<file path="src/rtl/sweep_resp_reader.sv">
// Purpose: drives a 5-bit stimulus sweep (31 down to 0) into a DUT and folds its responses into an 8-bit MISR.
// Latency: 32*(SETTLE+1) cycles from the start edge to the one-cycle done pulse; pass follows one cycle later.
// Backpressure: none; start is ignored while busy or in DONE, abort cancels a running sweep on the next edge.
module sweep_resp_reader #(
    parameter int SETTLE = 2
) (
    input  logic       clk,
    input  logic       rst_n,
    input  logic       start,
    input  logic       abort,
    input  logic [3:0] resp_b,
    input  logic       resp_e,
    input  logic [7:0] golden,
    output logic [3:0] stim_a,
    output logic       stim_d,
    output logic       busy,
    output logic       done,
    output logic       pass,
    output logic [7:0] sig
);

    localparam logic [1:0] ST_IDLE  = 2'd0;
    localparam logic [1:0] ST_DRIVE = 2'd1;
    localparam logic [1:0] ST_DONE  = 2'd2;

    localparam logic [3:0] SETTLE_CNT = 4'(SETTLE);

    logic [1:0] state;
    logic [3:0] cnt;
    logic [4:0] vec;
    logic [7:0] sig_next;

    // MISR step: feedback taps 7,5,4,3 shifted into bit 0, response folded into the low five bits.
    always_comb begin
        sig_next = {sig[6:0], sig[7] ^ sig[5] ^ sig[4] ^ sig[3]} ^ {3'b000, resp_e, resp_b};
    end

    // The vector register is the stimulus output itself, so stim is registered by construction.
    assign {stim_d, stim_a} = vec;

    always_ff @(posedge clk or negedge rst_n) begin
        if (!rst_n) begin
            state <= ST_IDLE;
            vec   <= 5'd0;
            cnt   <= 4'd0;
            busy  <= 1'b0;
            done  <= 1'b0;
            pass  <= 1'b0;
            sig   <= 8'h00;
        end else begin
            done <= 1'b0;
            case (state)
                ST_IDLE: begin
                    if (start) begin
                        vec   <= 5'h1f;
                        cnt   <= SETTLE_CNT;
                        sig   <= 8'h00;
                        pass  <= 1'b0;
                        busy  <= 1'b1;
                        state <= ST_DRIVE;
                    end
                end
                ST_DRIVE: begin
                    // Abort wins over a sample landing on the same edge; sig keeps its partial value.
                    if (abort) begin
                        state <= ST_IDLE;
                        busy  <= 1'b0;
                        vec   <= 5'd0;
                        pass  <= 1'b0;
                    end else if (cnt != 4'd0) begin
                        cnt <= cnt - 4'd1;
                    end else begin
                        sig <= sig_next;
                        if (vec != 5'd0) begin
                            vec <= vec - 5'd1;
                            cnt <= SETTLE_CNT;
                        end else begin
                            state <= ST_DONE;
                            done  <= 1'b1;
                            busy  <= 1'b0;
                            vec   <= 5'd0;
                        end
                    end
                end
                ST_DONE: begin
                    pass  <= (sig == golden);
                    state <= ST_IDLE;
                end
                default: begin
                    state <= ST_IDLE;
                    busy  <= 1'b0;
                    vec   <= 5'd0;
                end
            endcase
        end
    end

endmodule

</file>
<file path="config.mk">
export PLATFORM = sky130hd
export DESIGN_NAME = sweep_resp_reader
export DESIGN_NICKNAME = d
export VERILOG_FILES = /design/src/rtl/sweep_resp_reader.sv
export SDC_FILE = /design/constraint.sdc
export NUM_CORES = 1
export LEC_CHECK = 0
export BUFFER_PORTS_ARGS = -buffer_cell sky130_fd_sc_hd__buf_4
export CAP_MARGIN = 20
export CORE_ASPECT_RATIO = 1.25
export CORE_MARGIN = 5
export CORE_UTILIZATION = 35
export CTS_BUF_LIST = sky130_fd_sc_hd__clkbuf_16
export DETAILED_ROUTE_END_ITERATION = 8
export HOLD_SLACK_MARGIN = 0.05
export PLACE_DENSITY = 0.66
export RECOVER_POWER = 25
export SLEW_MARGIN = 10
export SYNTH_ARGS = -nofsm -noshare
export SYNTH_HDL_FRONTEND = slang
export SYNTH_SLANG_ARGS = --single-unit
</file>
<file path="constraint.sdc">
create_clock -name clk -period 2 [get_ports clk]
set_input_delay 0.3 -clock clk [delete_from_list [all_inputs] [get_ports clk]]
set_output_delay 0.3 -clock clk [all_outputs]
set_load 0.01 [all_outputs]
</file>
Word level (Yosys, flattened, before mapping)
Cells that the tools add are included.
{"block": "word_totals", "reg_bits": 22, "wordCells": 66}
{"block": "classes", "addsub": 2, "eq_ne": 10, "mux": 31, "bitwise_logic": 5, "n_reduce_logical": 11}
{"cell": "$mux 8", "n": 3}
{"cell": "$mux 5", "n": 4}
{"cell": "$mux 4", "n": 4}
{"cell": "$pmux 8 s2", "n": 1}
{"cell": "$pmux 5 s3", "n": 1}
{"cell": "$reduce_and 4->1", "n": 3}
{"cell": "$mux 1", "n": 10}
{"cell": "$ne 3x3->1 const B", "n": 3}
{"cell": "$reduce_and 3->1", "n": 3}
{"cell": "$eq 8x8->1", "n": 1}
{"cell": "$mux 2", "n": 4}
{"cell": "$ne 2x2->1 const B", "n": 4}
{"cell": "$pmux 4 s2", "n": 1}
{"cell": "$xor 8x5->8", "n": 1}
{"cell": "$pmux 1 s3", "n": 2}
{"cell": "$reduce_bool 5->1", "n": 1}
{"cell": "$sub 5x1->5 const B", "n": 1}
{"cell": "$pmux 2 s2", "n": 1}
{"cell": "$reduce_bool 4->1", "n": 1}
{"cell": "$sub 4x1->4 const B", "n": 1}
{"cell": "$reduce_bool 3->1", "n": 1}
{"cell": "$xor 1x1->1", "n": 3}
{"cell": "$eq 2x1->1 const B", "n": 1}
{"cell": "$eq 2x2->1 const B", "n": 1}
{"cell": "other kinds (3)", "n": 3}

Longest topological paths before layout
Gate-level depths: netlist of run 1.
{"block": "logic_depth", "depth_word": 7, "depth_mapped": 7, "depth_no_buf": 6}

Worst setup path before layout of run 1
No wires, ideal clock.
{"block": "synth_timing", "kind": "flip-flop to flip-flop", "startpoint": "register cnt[0]", "endpoint": "register vec[3]", "setup_time_ns": 0.122, "arrival_time_ns": 1.680, "setup_slack_ns": 0.198, "path_stages_with_launch": 8, "path_buffers": 1, "path_cell_list": "dfrtp_1 inv_1 ha_1 or3b_1 buf_6 or4_4 o211ai_2 nand2_1"}
{"block": "synth_between", "elab_chain_cells": 3}
{"item": "start: declaration", "line": "29", "source": "logic [3:0] cnt;"}
{"item": "start signal: assignment", "line": "71", "source": "cnt <= cnt - 4'd1;"}
{"item": "$reduce_bool 4->1", "line": "70", "source": "end else if (cnt != 4'd0) begin"}
{"item": "$ne 3x3->1 (no line)"}
{"item": "$reduce_and 3->1 (no line)"}
{"item": "end signal: assignment", "line": "75", "source": "vec <= vec - 5'd1;"}
{"item": "end: declaration", "line": "30", "source": "logic [4:0] vec;"}
Every way passes these cells.
A chain may end at the register's enable or synchronous reset.

Worst setup path in the final report of run 1
{"block": "layout_timing", "startpoint": "register cnt[0]", "endpoint": "register sig[1]"}
{"block": "layout_between", "elab_chain_cells": 3}
{"item": "$reduce_bool 4->1", "line": "70"}
{"item": "$ne 2x2->1 (no line)"}
{"item": "$reduce_and 4->1 (no line)"}
{"item": "end signal: assignment", "line": "73", "source": "sig <= sig_next;"}
{"item": "end: declaration", "line": "19", "source": "output logic [7:0] sig"}
Every way passes these cells.

==> qor.log, run 1 <==
INFO  status         status=completed
INFO  timing         maxSlewHeadroom=21.6%
INFO  drt            route.detailed.drc=0
INFO  global_route   grt_max_degree=23
INFO  synthesis      synthTopCellsByArea=sky130_fd_sc_hd__dfrtp_1, sky130_fd_sc_hd__xor2_1, sky130_fd_sc_hd__a22o_1
INFO  critical_path  critPathKind=reg2reg
INFO  global_route   via_count_of_the_first_global_routing_pass=1153
INFO  global_route   global_route.overflow_total=0
INFO  global_route   first_pass_grt_wire_length=5.25mm
INFO  critical_path  critical_path.endpoint_type=flop
INFO  timing         grt_setup_unrepaired=no
INFO  synthesis      yosys_register_bits=22
INFO  floorplan      boundaryPins=33
INFO  min_path       worstHoldPathType=in2reg
INFO  synthesis      yosys.area_share.adder=3.92%
INFO  critical_path  worstPathRequired=2140ps
INFO  floorplan      dieWidth=64.0um
INFO  global_route   grt_antenna_before_repair=0
INFO  clock_network  cts_max_level=1
INFO  finish         antenna_cells=0
INFO  timing         final_worst_clock_skew=4.06ps
INFO  floorplan      floorplan.initialDensity=36.4%
INFO  power          worst_ir_drop_vdd=0.729mV
INFO  timing         timing.final.setup_violations=0
INFO  finish         post_layout_inst_area=1710squm
INFO  synthesis      synth_xor_xnor_area_share=11.0%
INFO  synthesis      synth-seq-area-share=43.1%
INFO  timing         finalHoldViolations=0
INFO  finish         layout_cell_share_with_drive_strength_beyond_1=28.7%
INFO  floorplan      rows=24
INFO  critical_path  worst_ep_arrival_time=2030ps
INFO  drt            vias=1101
INFO  timing         timing.final.crit_share=94.5%
INFO  min_path       worst_hold_endpoint=sig[4]
INFO  timing         final.hold.worst_slack=381ps
INFO  min_path       hold_path_startpoint=resp_e
INFO  synthesis      netlist_instances=128
INFO  clock_network  cts_max_path_buffers=2
INFO  clock_network  clockRootBuffer=sky130_fd_sc_hd__clkbuf_16
INFO  critical_path  worst_r2r_startpoint=cnt[0]
INFO  timing         minimum_period_implied_by_the_final_worst_setup_slack=1890ps
INFO  finish         fillCellCount=340
INFO  power          p_per_area=1100nW/um^2
INFO  finish         synthesis_to_layout_area_growth=33.5%
INFO  synthesis      yosys.area.top_type_share=43.1%
INFO  floorplan      die_h=77.5um
INFO  placed_design  port_buffers=32
INFO  clock_network  cts.sinks=22
INFO  drt            antenna_left=0
INFO  timing         fmax=529MHz
INFO  synthesis      synthSimpleGateAreaFrac=19.3%
INFO  drt            ratio_of_routed_vias_to_standard_cells=5.34
INFO  clock_network  postCtsSetupBuffers=0
INFO  critical_path  rrSetupSlack=110ps
INFO  flow_run       drv_cap=0
INFO  placed_design  finalWeightedCongestion=0.898
INFO  timing         post_layout_worst_setup_margin=109ps
INFO  drt            drtIter0Drc=31
INFO  critical_path  critPathLaunchType=flop
INFO  critical_path  rr_endpoint=sig[1]
INFO  placed_design  detailed_placement_wirelength_estimate=2.42mm
INFO  timing         maxSlewViolCount=0
INFO  floorplan      core_region_area=3510squm
INFO  drt            routed_wirelength=3.05mm
INFO  placed_design  preCtsSetupSlack=105ps
INFO  timing         transition_time_at_the_pin_with_the_least_slew_margin=1180ps
INFO  clock_network  worst_setup_hold_path_clk_slew=60ps
INFO  synthesis      post_synth_mux_area_share=0.784%
INFO  drt            wl_per_cell=14.8um
INFO  clock_network  numCtsBuffers=3
INFO  clock_network  clk-insertion-delay-late=260ps
INFO  finish         fin_nets=189
INFO  synthesis      syn_area=1280squm
INFO  drt            dr.pass1.iters=4
INFO  global_route   grt_util_all_layers=12.9%
INFO  synthesis      post-synth-top-area-cell=sky130_fd_sc_hd__dfrtp_1
INFO  placed_design  postPlaceCellArea=1590squm
INFO  critical_path  ff2ff_path_depth=6
INFO  timing         totalNegativeSetupSlack=0ps
INFO  synthesis      syn_nets=149
INFO  critical_path  crit_fanout=8
INFO  min_path       worst_hold_path.num_cells=3
INFO  synthesis      yosysWarningCount=0
INFO  floorplan      design.die.area=4970squm
INFO  synthesis      synth_top_family_by_area=simple AND/OR/NAND/NOR gates
INFO  synthesis      post_synth.cell_area_avg=9.98squm
INFO  finish         finish.utilization=48.5%
INFO  synthesis      compound_gate_portion_of_the_synthesized_area=18.4%
INFO  power          p_leak=0.835nW
INFO  clock_network  tritoncts=built
INFO  synthesis      ys_types=35
## flip-flops by register name, summed over array words and instances (netlist names)
signal	flops
busy	1
cnt	4
done	1
pass	1
sig	8
state	2
vec	5
## logic make-up (layout without fill, tap and decap cells)
logic type	after synthesis	after routing
AOI/OAI and AO/OA	34	34
xor gates and xnor gates	16	16
adders and majority gates	4	4
buffers and inverters	10	49
DFF	22	22
muxes	1	1
and+or+nand+nor	41	41
## worst max path at each step
stage / from / end / slack (ps) / cells after the start
2_1_floorplan: cnt[0] / vec[3] / 200 / 7
3_3_place_gp: cnt[0] / sig[3] / 150 / 6
3_5_place_dp: cnt[0] / sig[1] / 100 / 6
4_1_cts: cnt[0] / sig[1] / 100 / 6
5_1_grt: cnt[0] / sig[1] / 6 / 6
6_report: cnt[0] / sig[1] / 110 / 6
## worst max-delay path, stage by stage (launching register included)
cell	delay, ps
sky130_fd_sc_hd__dfrtp_1	380
sky130_fd_sc_hd__inv_1	110
sky130_fd_sc_hd__ha_1	160
sky130_fd_sc_hd__or3b_1	450
sky130_fd_sc_hd__nor3_1	170
sky130_fd_sc_hd__o21bai_1	210
sky130_fd_sc_hd__a22o_1	300
## area by class of cell
type	instances	area, sq um	share of cell area, %
tap	39	48.8	2.86
clock buffer	3	75.1	4.40
timing repair buffer	39	292	17.1
sequential	22	551	32.3
multi-input combinational	96	687	40.3
inverter	6	22.5	1.32
clock inverter	1	30.0	1.76
## metrics by stage
stage | instances | power, mW
after floorplan | 128 | 1.07
after global placement | 201 | 1.31
after detailed placement | 201 | 1.33
after CTS | 206 | 1.90
after global routing | 206 | 2.01
final | 206 | 1.88
## power by group
part           switching, mW  internal [mW]
Sequential             0.147          0.548
Combinational          0.312          0.319
Clock                  0.157          0.397
## Yosys cell counts
cell	n
sky130_fd_sc_hd__dfrtp_1	22
sky130_fd_sc_hd__xor2_1	11
sky130_fd_sc_hd__a22o_1	9
sky130_fd_sc_hd__nand2_1	9
sky130_fd_sc_hd__o21ai_0	9
sky130_fd_sc_hd__nor3_1	8
sky130_fd_sc_hd__inv_1	6
sky130_fd_sc_hd__nor2_1	6
sky130_fd_sc_hd__a21oi_1	5
sky130_fd_sc_hd__xnor2_1	5
sky130_fd_sc_hd__ha_1	4
sky130_fd_sc_hd__clkbuf_1	3
sky130_fd_sc_hd__nor2b_1	3
sky130_fd_sc_hd__nor3b_1	3
sky130_fd_sc_hd__a31oi_1	2
sky130_fd_sc_hd__nor4_1	2
sky130_fd_sc_hd__o22ai_1	2
sky130_fd_sc_hd__or3b_1	2
sky130_fd_sc_hd__a21o_2	1
sky130_fd_sc_hd__a41oi_1	1
sky130_fd_sc_hd__and2_1	1
sky130_fd_sc_hd__and4_1	1
sky130_fd_sc_hd__buf_6	1
sky130_fd_sc_hd__mux2i_1	1
sky130_fd_sc_hd__nand2b_1	1
sky130_fd_sc_hd__nand4_1	1
sky130_fd_sc_hd__nor4b_4	1
sky130_fd_sc_hd__o211ai_2	1
sky130_fd_sc_hd__o21a_1	1
sky130_fd_sc_hd__o21bai_1	1
sky130_fd_sc_hd__o31a_1	1
sky130_fd_sc_hd__o31ai_1	1
sky130_fd_sc_hd__or2_2	1
sky130_fd_sc_hd__or4_4	1
sky130_fd_sc_hd__or4b_2	1
## timing repair
| item | in CTS | in global routing |
|---|---|---|
| hold buffers | 1 | 0 |
| hold endpoints to repair | 22 | 0 |
| gates resized for setup | 0 | 1 |
| endpoints found under the setup margin | 0 | 1 |
## metal layers
metal | global-route usage, % | routed length [um] | part of all wire, % | up-vias
met3 | 2.60 | 129 | 4.2 | 4
met2 | 21.1 | 1520 | 50 | 27
met1 | 16.8 | 1370 | 45 | 534
li1 | - | - | - | 536
met5 | 0 | 0 | 0 | -
met4 | 4.37 | 29 | 0.95 | 0
## placed cells by master, fill, tap and decap left out, types with 5 or more instances in the layout
cell type	count
sky130_fd_sc_hd__nor3_1	8
sky130_fd_sc_hd__xnor2_1	5
sky130_fd_sc_hd__buf_4	37
sky130_fd_sc_hd__a21oi_1	5
sky130_fd_sc_hd__nand2_1	9
sky130_fd_sc_hd__a22o_1	9
sky130_fd_sc_hd__nor2_1	6
sky130_fd_sc_hd__dfrtp_1	22
sky130_fd_sc_hd__inv_1	6
sky130_fd_sc_hd__xor2_1	11
sky130_fd_sc_hd__o21ai_0	9
Note: power is estimated with default switching activity, not from simulation.
==> run 2: changes to the inputs <==
- CORE_UTILIZATION: 35 -> 25
- PLACE_DENSITY: 0.66 -> 0.53
==> run 2 against run 1 <==
Count of clock-buffer cells in the layout unchanged. Register-to-register slack about the same. Clock power decreased by 25%. Combinational power increased by 11%. First-iteration DRC count increased by 87%. Critical path depth unchanged. Wire length increased by 6.3%. Maximum frequency increased by 0.33%. Via count about the same. Utilization decreased by 14 points. Non-clock buffer count increased by 4. Largest cell class unchanged.
==> qor.log, run 2 (synthesis gave the netlist of run 1 again) <==
INFO  clock_network  cts_max_level=1
INFO  floorplan      design.die.area=6650squm
INFO  floorplan      floorplan.initialDensity=25.5%
INFO  timing         timing.final.setup_violations=0
INFO  timing         finalHoldViolations=0
INFO  drt            routed_wirelength=3.25mm
INFO  critical_path  crit_fanout=8
INFO  clock_network  numCtsBuffers=3
INFO  critical_path  worstPathCellList=inv_1 > ha_1 > or3b_1 > nor3_1 > o21bai_1 > a22o_1
INFO  finish         layout_cell_share_with_drive_strength_beyond_1=29.4%
INFO  drt            route.detailed.drc=0
INFO  critical_path  critical_path.endpoint_type=flop
INFO  global_route   global_route.overflow_total=0
INFO  floorplan      core_region_area=5010squm
INFO  drt            drtIter0Drc=58
INFO  timing         maxSlewHeadroom=18.5%
INFO  clock_network  worst_setup_hold_path_clk_slew=60ps
INFO  drt            dr.pass1.iters=4
INFO  global_route   via_count_of_the_first_global_routing_pass=1131
INFO  critical_path  crit_path_max_incr_delay=410ps
INFO  power          netSwitchingFraction=34.7%
INFO  timing         grt_setup_unrepaired=no
INFO  flow_run       drv_cap=0
INFO  clock_network  cts.sinks=22
INFO  global_route   grt_util_all_layers=10.1%
INFO  critical_path  worst_ep_arrival_time=2020ps
INFO  min_path       worstHoldPathType=in2reg
INFO  clock_network  quantity_of_gates_resized_following_cts=0
INFO  drt            vias=1102
INFO  finish         fin_nets=193
INFO  power          switchingPower=620uW
INFO  placed_design  finalWeightedCongestion=0.854
INFO  critical_path  worstPathRequired=2140ps
INFO  global_route   grt_antenna_before_repair=0
INFO  power          clock_power_share=23.3%
INFO  clock_network  tritoncts=built
INFO  floorplan      dieWidth=73.9um
INFO  clock_network  clk-insertion-delay-late=250ps
INFO  finish         largest_register_ff_count=8
INFO  status         status=completed
INFO  power          internal_power=1.17mW
INFO  power          power.combinational.fraction=39.1%
INFO  power          p_per_area=1030nW/um^2
INFO  timing         fmax=531MHz
INFO  drt            antenna_left=0
INFO  timing         totalNegativeSetupSlack=0ps
INFO  critical_path  critPathKind=reg2reg
INFO  finish         layout.cells.most_common_list=sky130_fd_sc_hd__buf_4, sky130_fd_sc_hd__dfrtp_1, sky130_fd_sc_hd__xor2_1
INFO  global_route   first_pass_grt_wire_length=5.38mm
INFO  drt            wl_per_cell=14.0um
INFO  timing         final_worst_clock_skew=3.03ps
INFO  timing         minimum_period_implied_by_the_final_worst_setup_slack=1880ps
INFO  placed_design  detailed_placement_wirelength_estimate=2.54mm
INFO  critical_path  critPathLaunchType=flop
INFO  finish         top_regs=sig (8), vec (5), cnt (4)
INFO  floorplan      die_h=89.9um
INFO  drt            ratio_of_routed_vias_to_standard_cells=4.75
INFO  finish         antenna_cells=0
INFO  critical_path  rrSetupSlack=120ps
INFO  placed_design  port_buffers=32
INFO  finish         final_common_cell=sky130_fd_sc_hd__buf_4
INFO  timing         transition_time_at_the_pin_with_the_least_slew_margin=1220ps
INFO  clock_network  clockRootBuffer=sky130_fd_sc_hd__clkbuf_16
INFO  clock_network  cts_max_path_buffers=2
INFO  power          p_leak=0.837nW
INFO  floorplan      boundaryPins=33
INFO  global_route   grt_max_degree=23
INFO  timing         maxSlewViolCount=0
INFO  timing         timing.final.crit_share=94.2%
INFO  floorplan      rows=29
INFO  power          worst_ir_drop_vdd=0.379mV
INFO  finish         max_flop_register=sig
INFO  finish         synthesis_to_layout_area_growth=35.4%
INFO  critical_path  critPathTopFamily=simple AND/OR/NAND/NOR gates
INFO  critical_path  critical_path_buf_inv_count=1
INFO  power          report.power.total=1.79mW
INFO  power          pwr-share-seq=37.6%
INFO  critical_path  critical-path-slowest-cell=sky130_fd_sc_hd__or3b_1
==> run 2: cell types whose count changed in the layout (fill, tap and decap cells not counted) <==
cell,change
sky130_fd_sc_hd__nor3b_1,+1
sky130_fd_sc_hd__nor3b_2,-1
sky130_fd_sc_hd__bufinv_16,-1
sky130_fd_sc_hd__buf_4,+4
==> run 2: per-layer routing <==
layer / wire length (um) / up-vias / track usage [%]
li1: - / 546 / -
met1: 1560 / 519 / 14.5
met2: 1480 / 35 / 15.2
met3: 193 / 2 / 2.57
met4: 15 / 0 / 2.42
met5: 0 / - / 0
==> run 2: timing repair <==
action,4_1_cts,5_1_grt
buffers inserted,0,0
hold endpoints to repair,22,0
hold buffers,1,0
==> run 2: final timing paths <==
check	start	to	cells past startpoint
worst max-delay path	cnt[0]	sig[3]	6
worst min-delay path	resp_e	sig[4]	3
worst max register to register	cnt[0]	sig[3]	6
worst min register to register	busy	busy	2
max in group asynchronous	rst_n	vec[2]	2
min in group asynchronous	rst_n	sig[7]	2
==> run 2: area by class of cell <==
cell class | count | area, sq um
Clock buffer | 3 | 75.1
Fill cell | 541 | 3280
Timing Repair Buffer | 43 | 322
Multi-Input combinational cell | 96 | 682
Tap cell | 62 | 77.6
Sequential cell | 22 | 551
Inverter | 6 | 22.5
==> run 2: worst reg2reg max path, stage by stage (launching register included) <==
cell and delay [ps]:
sky130_fd_sc_hd__dfrtp_1 380, sky130_fd_sc_hd__inv_1 110, sky130_fd_sc_hd__ha_1 170, sky130_fd_sc_hd__or3b_1 410, sky130_fd_sc_hd__nor3_1 160, sky130_fd_sc_hd__o21bai_1 230, sky130_fd_sc_hd__a22o_1 310
==> run 2: power by group through the flow <==
stage | Combinational (mW) | Clock, mW | Sequential [mW]
after floorplan | 0.376 | 0 | 0.698
final | 0.699 | 0.417 | 0.673
after detailed placement | 0.703 | 0 | 0.681
after global routing | 0.785 | 0.448 | 0.694
after global placement | 0.701 | 0 | 0.683
after CTS | 0.706 | 0.431 | 0.675
==> run 2: per-stage QoR <==
stage               hold slack [ps]  area, sq um  std cells  worst slack (ps)  utilization (%)
floorplan                      4.41         1280        128               198                -
global placement                208         1650        228               170             32.9
detailed placement              214         1650        228               138             32.9
CTS                             385         1730        232               129             34.6
global route                    397         1730        232              9.63             34.5
finish                          388         1730        232               115             34.5
==> run 3: changes to the inputs <==
- ABC_AREA: not set -> 1
- GPL_ROUTABILITY_DRIVEN: not set -> 1
- PLACE_DENSITY: 0.53 -> 0.52
==> run 3 against run 2 <==
Power up 38%. Worst setup slack better by 160 ps. Die area up 9.0%. Critical path type unchanged. Clock skew down 1.5 ps. First-iteration DRC count down 34%.
==> qor.log, run 3 <==
INFO  synthesis      post-synth-top-count-cell=sky130_fd_sc_hd__nand2_1
INFO  synthesis      post-synth-top-area-cell=sky130_fd_sc_hd__dfrtp_1
INFO  finish         layout.cells.most_common_list=sky130_fd_sc_hd__nand2_1, sky130_fd_sc_hd__buf_4, sky130_fd_sc_hd__inv_1
INFO  timing         maxSlewHeadroom=19.9%
INFO  critical_path  crit_path_max_incr_delay=370ps
INFO  critical_path  critPathLaunchType=flop
INFO  timing         timing.final.setup_violations=0
INFO  floorplan      core_region_area=5440squm
INFO  synthesis      synthTopCellsByArea=sky130_fd_sc_hd__dfrtp_1, sky130_fd_sc_hd__nand2_1, sky130_fd_sc_hd__inv_1
INFO  critical_path  critPathTopFamily=simple AND/OR/NAND/NOR gates
INFO  power          worst_ir_drop_vdd=0.393mV
INFO  flow_run       drv_cap=0
INFO  placed_design  port_buffers=32
INFO  critical_path  worst_ep_arrival_time=1850ps
INFO  drt            drtIter0Drc=38
INFO  finish         fillCellCount=583
INFO  synthesis      yosys.area.top_type_share=39.1%
INFO  global_route   grt_antenna_before_repair=0
INFO  floorplan      boundaryPins=33
INFO  floorplan      design.die.area=7250squm
INFO  global_route   grt_util_all_layers=10.4%
INFO  drt            routed_wirelength=3.44mm
INFO  timing         finalHoldViolations=0
INFO  critical_path  critical-path-slowest-cell=sky130_fd_sc_hd__dfrtp_1
INFO  power          power.combinational.fraction=51.0%
INFO  timing         minimum_period_implied_by_the_final_worst_setup_slack=1720ps
INFO  clock_network  worst_setup_hold_path_clk_slew=50ps
INFO  global_route   first_pass_grt_wire_length=6.29mm
INFO  clock_network  clk-insertion-delay-late=250ps
INFO  synthesis      syn_area=1410squm
INFO  min_path       worstHoldPathType=in2reg
INFO  placed_design  detailed_placement_wirelength_estimate=2.73mm
INFO  global_route   grt_max_degree=23
INFO  synthesis      synth-seq-area-share=39.1%
INFO  clock_network  tritoncts=built
INFO  timing         fmax=580MHz
INFO  synthesis      ys_types=22
INFO  power          internal_power=1.38mW
INFO  finish         top_regs=sig (8), vec (5), cnt (4)
INFO  clock_network  quantity_of_gates_resized_following_cts=0
INFO  power          clock_power_share=16.5%
INFO  synthesis      netlist_top_cells_count=sky130_fd_sc_hd__nand2_1, sky130_fd_sc_hd__inv_1, sky130_fd_sc_hd__dfrtp_1, sky130_fd_sc_hd__nand3_1, sky130_fd_sc_hd__nor2_1
INFO  floorplan      rows=30
INFO  global_route   global_route.overflow_total=0
INFO  synthesis      post_synth.cell_area_avg=6.97squm
INFO  placed_design  finalWeightedCongestion=0.792
INFO  drt            dr.pass1.iters=4
INFO  status         status=completed
INFO  timing         transition_time_at_the_pin_with_the_least_slew_margin=1200ps
INFO  finish         largest_register_ff_count=8
INFO  floorplan      floorplan.initialDensity=25.9%
INFO  timing         timing.final.crit_share=86.1%
INFO  critical_path  worstPathRequired=2120ps
INFO  finish         layout_cell_share_with_drive_strength_beyond_1=19.4%
INFO  critical_path  crit_fanout=8
INFO  finish         synthesis_to_layout_area_growth=27.7%
INFO  power          netSwitchingFraction=44.2%
INFO  timing         final_worst_clock_skew=1.56ps
INFO  synthesis      synth_enable_flop_cells=0
INFO  synthesis      yosys_register_bits=22
INFO  critical_path  critical_path.endpoint_type=flop
INFO  finish         final_common_cell=sky130_fd_sc_hd__nand2_1
INFO  clock_network  cts_max_path_buffers=2
INFO  synthesis      synth-async-reset-ratio=100%
INFO  finish         fin_nets=260
INFO  timing         final.hold.worst_slack=346ps
INFO  critical_path  critical_path_buf_inv_count=1
INFO  critical_path  critPathKind=reg2reg
INFO  drt            ratio_of_routed_vias_to_standard_cells=4.48
INFO  synthesis      syn_nets=223
INFO  floorplan      dieWidth=77.1um
INFO  synthesis      yosysWarningCount=0
INFO  floorplan      die_h=93.9um
INFO  clock_network  cts_max_level=1
INFO  finish         antenna_cells=0
INFO  drt            route.detailed.drc=0
INFO  finish         max_flop_register=sig
INFO  power          p_leak=0.970nW
INFO  drt            wl_per_cell=11.4um
INFO  synthesis      netlist_instances=202
INFO  clock_network  clockRootBuffer=sky130_fd_sc_hd__clkbuf_16
INFO  global_route   via_count_of_the_first_global_routing_pass=1430
INFO  drt            vias=1347
INFO  drt            antenna_left=0
INFO  clock_network  cts.sinks=22
INFO  clock_network  numCtsBuffers=3
INFO  timing         grt_setup_unrepaired=no
INFO  timing         totalNegativeSetupSlack=0ps
INFO  power          pwr-share-seq=32.5%
INFO  synthesis      postSynth.topFlopCell=sky130_fd_sc_hd__dfrtp_1
INFO  timing         maxSlewViolCount=0
INFO  power          switchingPower=1.09mW
INFO  power          p_per_area=1370nW/um^2
INFO  critical_path  worstPathCellList=inv_1 > ha_1 > nand3_1 > nand2_1 > nand3_1 > nand2_1 > o21ai_0
==> run 3: power groups by stage <==
stage | combinational (mW) | sequential [mW] | clock [mW]
floorplan | 0.867 | 0.802 | 0
global placement | 1.26 | 0.813 | 0
detailed placement | 1.28 | 0.810 | 0
CTS | 1.29 | 0.806 | 0.421
global route | 1.49 | 0.839 | 0.443
finish | 1.26 | 0.804 | 0.407
==> run 3: final timing paths <==
| path | slack [ps] | startpoint | to | depth (start not counted) |
|---|---|---|---|---|
| worst max-delay path | 280 | cnt[0] | sig[4] | 7 |
| worst min-delay path | 350 | resp_e | sig[4] | 3 |
| worst max register to register | 280 | cnt[0] | sig[4] | 7 |
| worst min register to register | 480 | busy | busy | 2 |
| max in group asynchronous | 460 | rst_n | vec[3] | 2 |
| min in group asynchronous | 820 | rst_n | cnt[2] | 2 |
==> run 3: metal layers <==
| metal | track usage, % | wire length, um |
|---|---|---|
| met5 | 0 | 0 |
| met3 | 2.50 | 147 |
| met1 | 12.8 | 1630 |
| met4 | 2.44 | 14 |
| met2 | 18.2 | 1650 |
==> run 3: cell type report <==
type / count / area, sq um / area share (%)
Multi-Input combinational cell: 150 / 738 / 41.0
Sequential cell: 22 / 551 / 30.6
Timing Repair Buffer: 33 / 246 / 13.7
Inverter: 29 / 109 / 6.05
Tap cell: 64 / 80.1 / 4.45
Clock buffer: 3 / 75.1 / 4.17
==> run 3: tightest hold or removal path: stages <==
cell and delay, ps:
sky130_fd_sc_hd__buf_4 80, sky130_fd_sc_hd__xnor2_1 90, sky130_fd_sc_hd__o21ai_0 80
==> run 3: cell families (layout without fill, tap and decap cells) <==
kind of cell	after synthesis	in the layout	synth area share, %
simple gates	120	120	36.8
buf+inv	30	65	8.53
flops	22	22	39.1
compound gates	18	18	7.10
xor+xnor	8	8	4.97
fa+ha+maj	4	4	3.55
==> run 3: per-stage QoR <==
| step | util, % | instances | area [sq um] | setup slack [ps] | total power [mW] |
|---|---|---|---|---|---|
| 2_1_floorplan | - | 202 | 1410 | 584 | 1.67 |
| 3_3_place_gp | 31.6 | 297 | 1720 | 375 | 2.07 |
| 3_5_place_dp | 31.6 | 297 | 1720 | 296 | 2.09 |
| 4_1_cts | 33.1 | 301 | 1800 | 295 | 2.52 |
| 5_1_grt | 33.1 | 301 | 1800 | 46.0 | 2.77 |
| 6_report | 33.1 | 301 | 1800 | 277 | 2.47 |
==> run 3: repair_timing <==
| item | 4_1_cts | 5_1_grt |
|---|---|---|
| setup buffers | 0 | 0 |
| hold endpoints to repair | 22 | 0 |
| hold buffers | 1 | 0 |
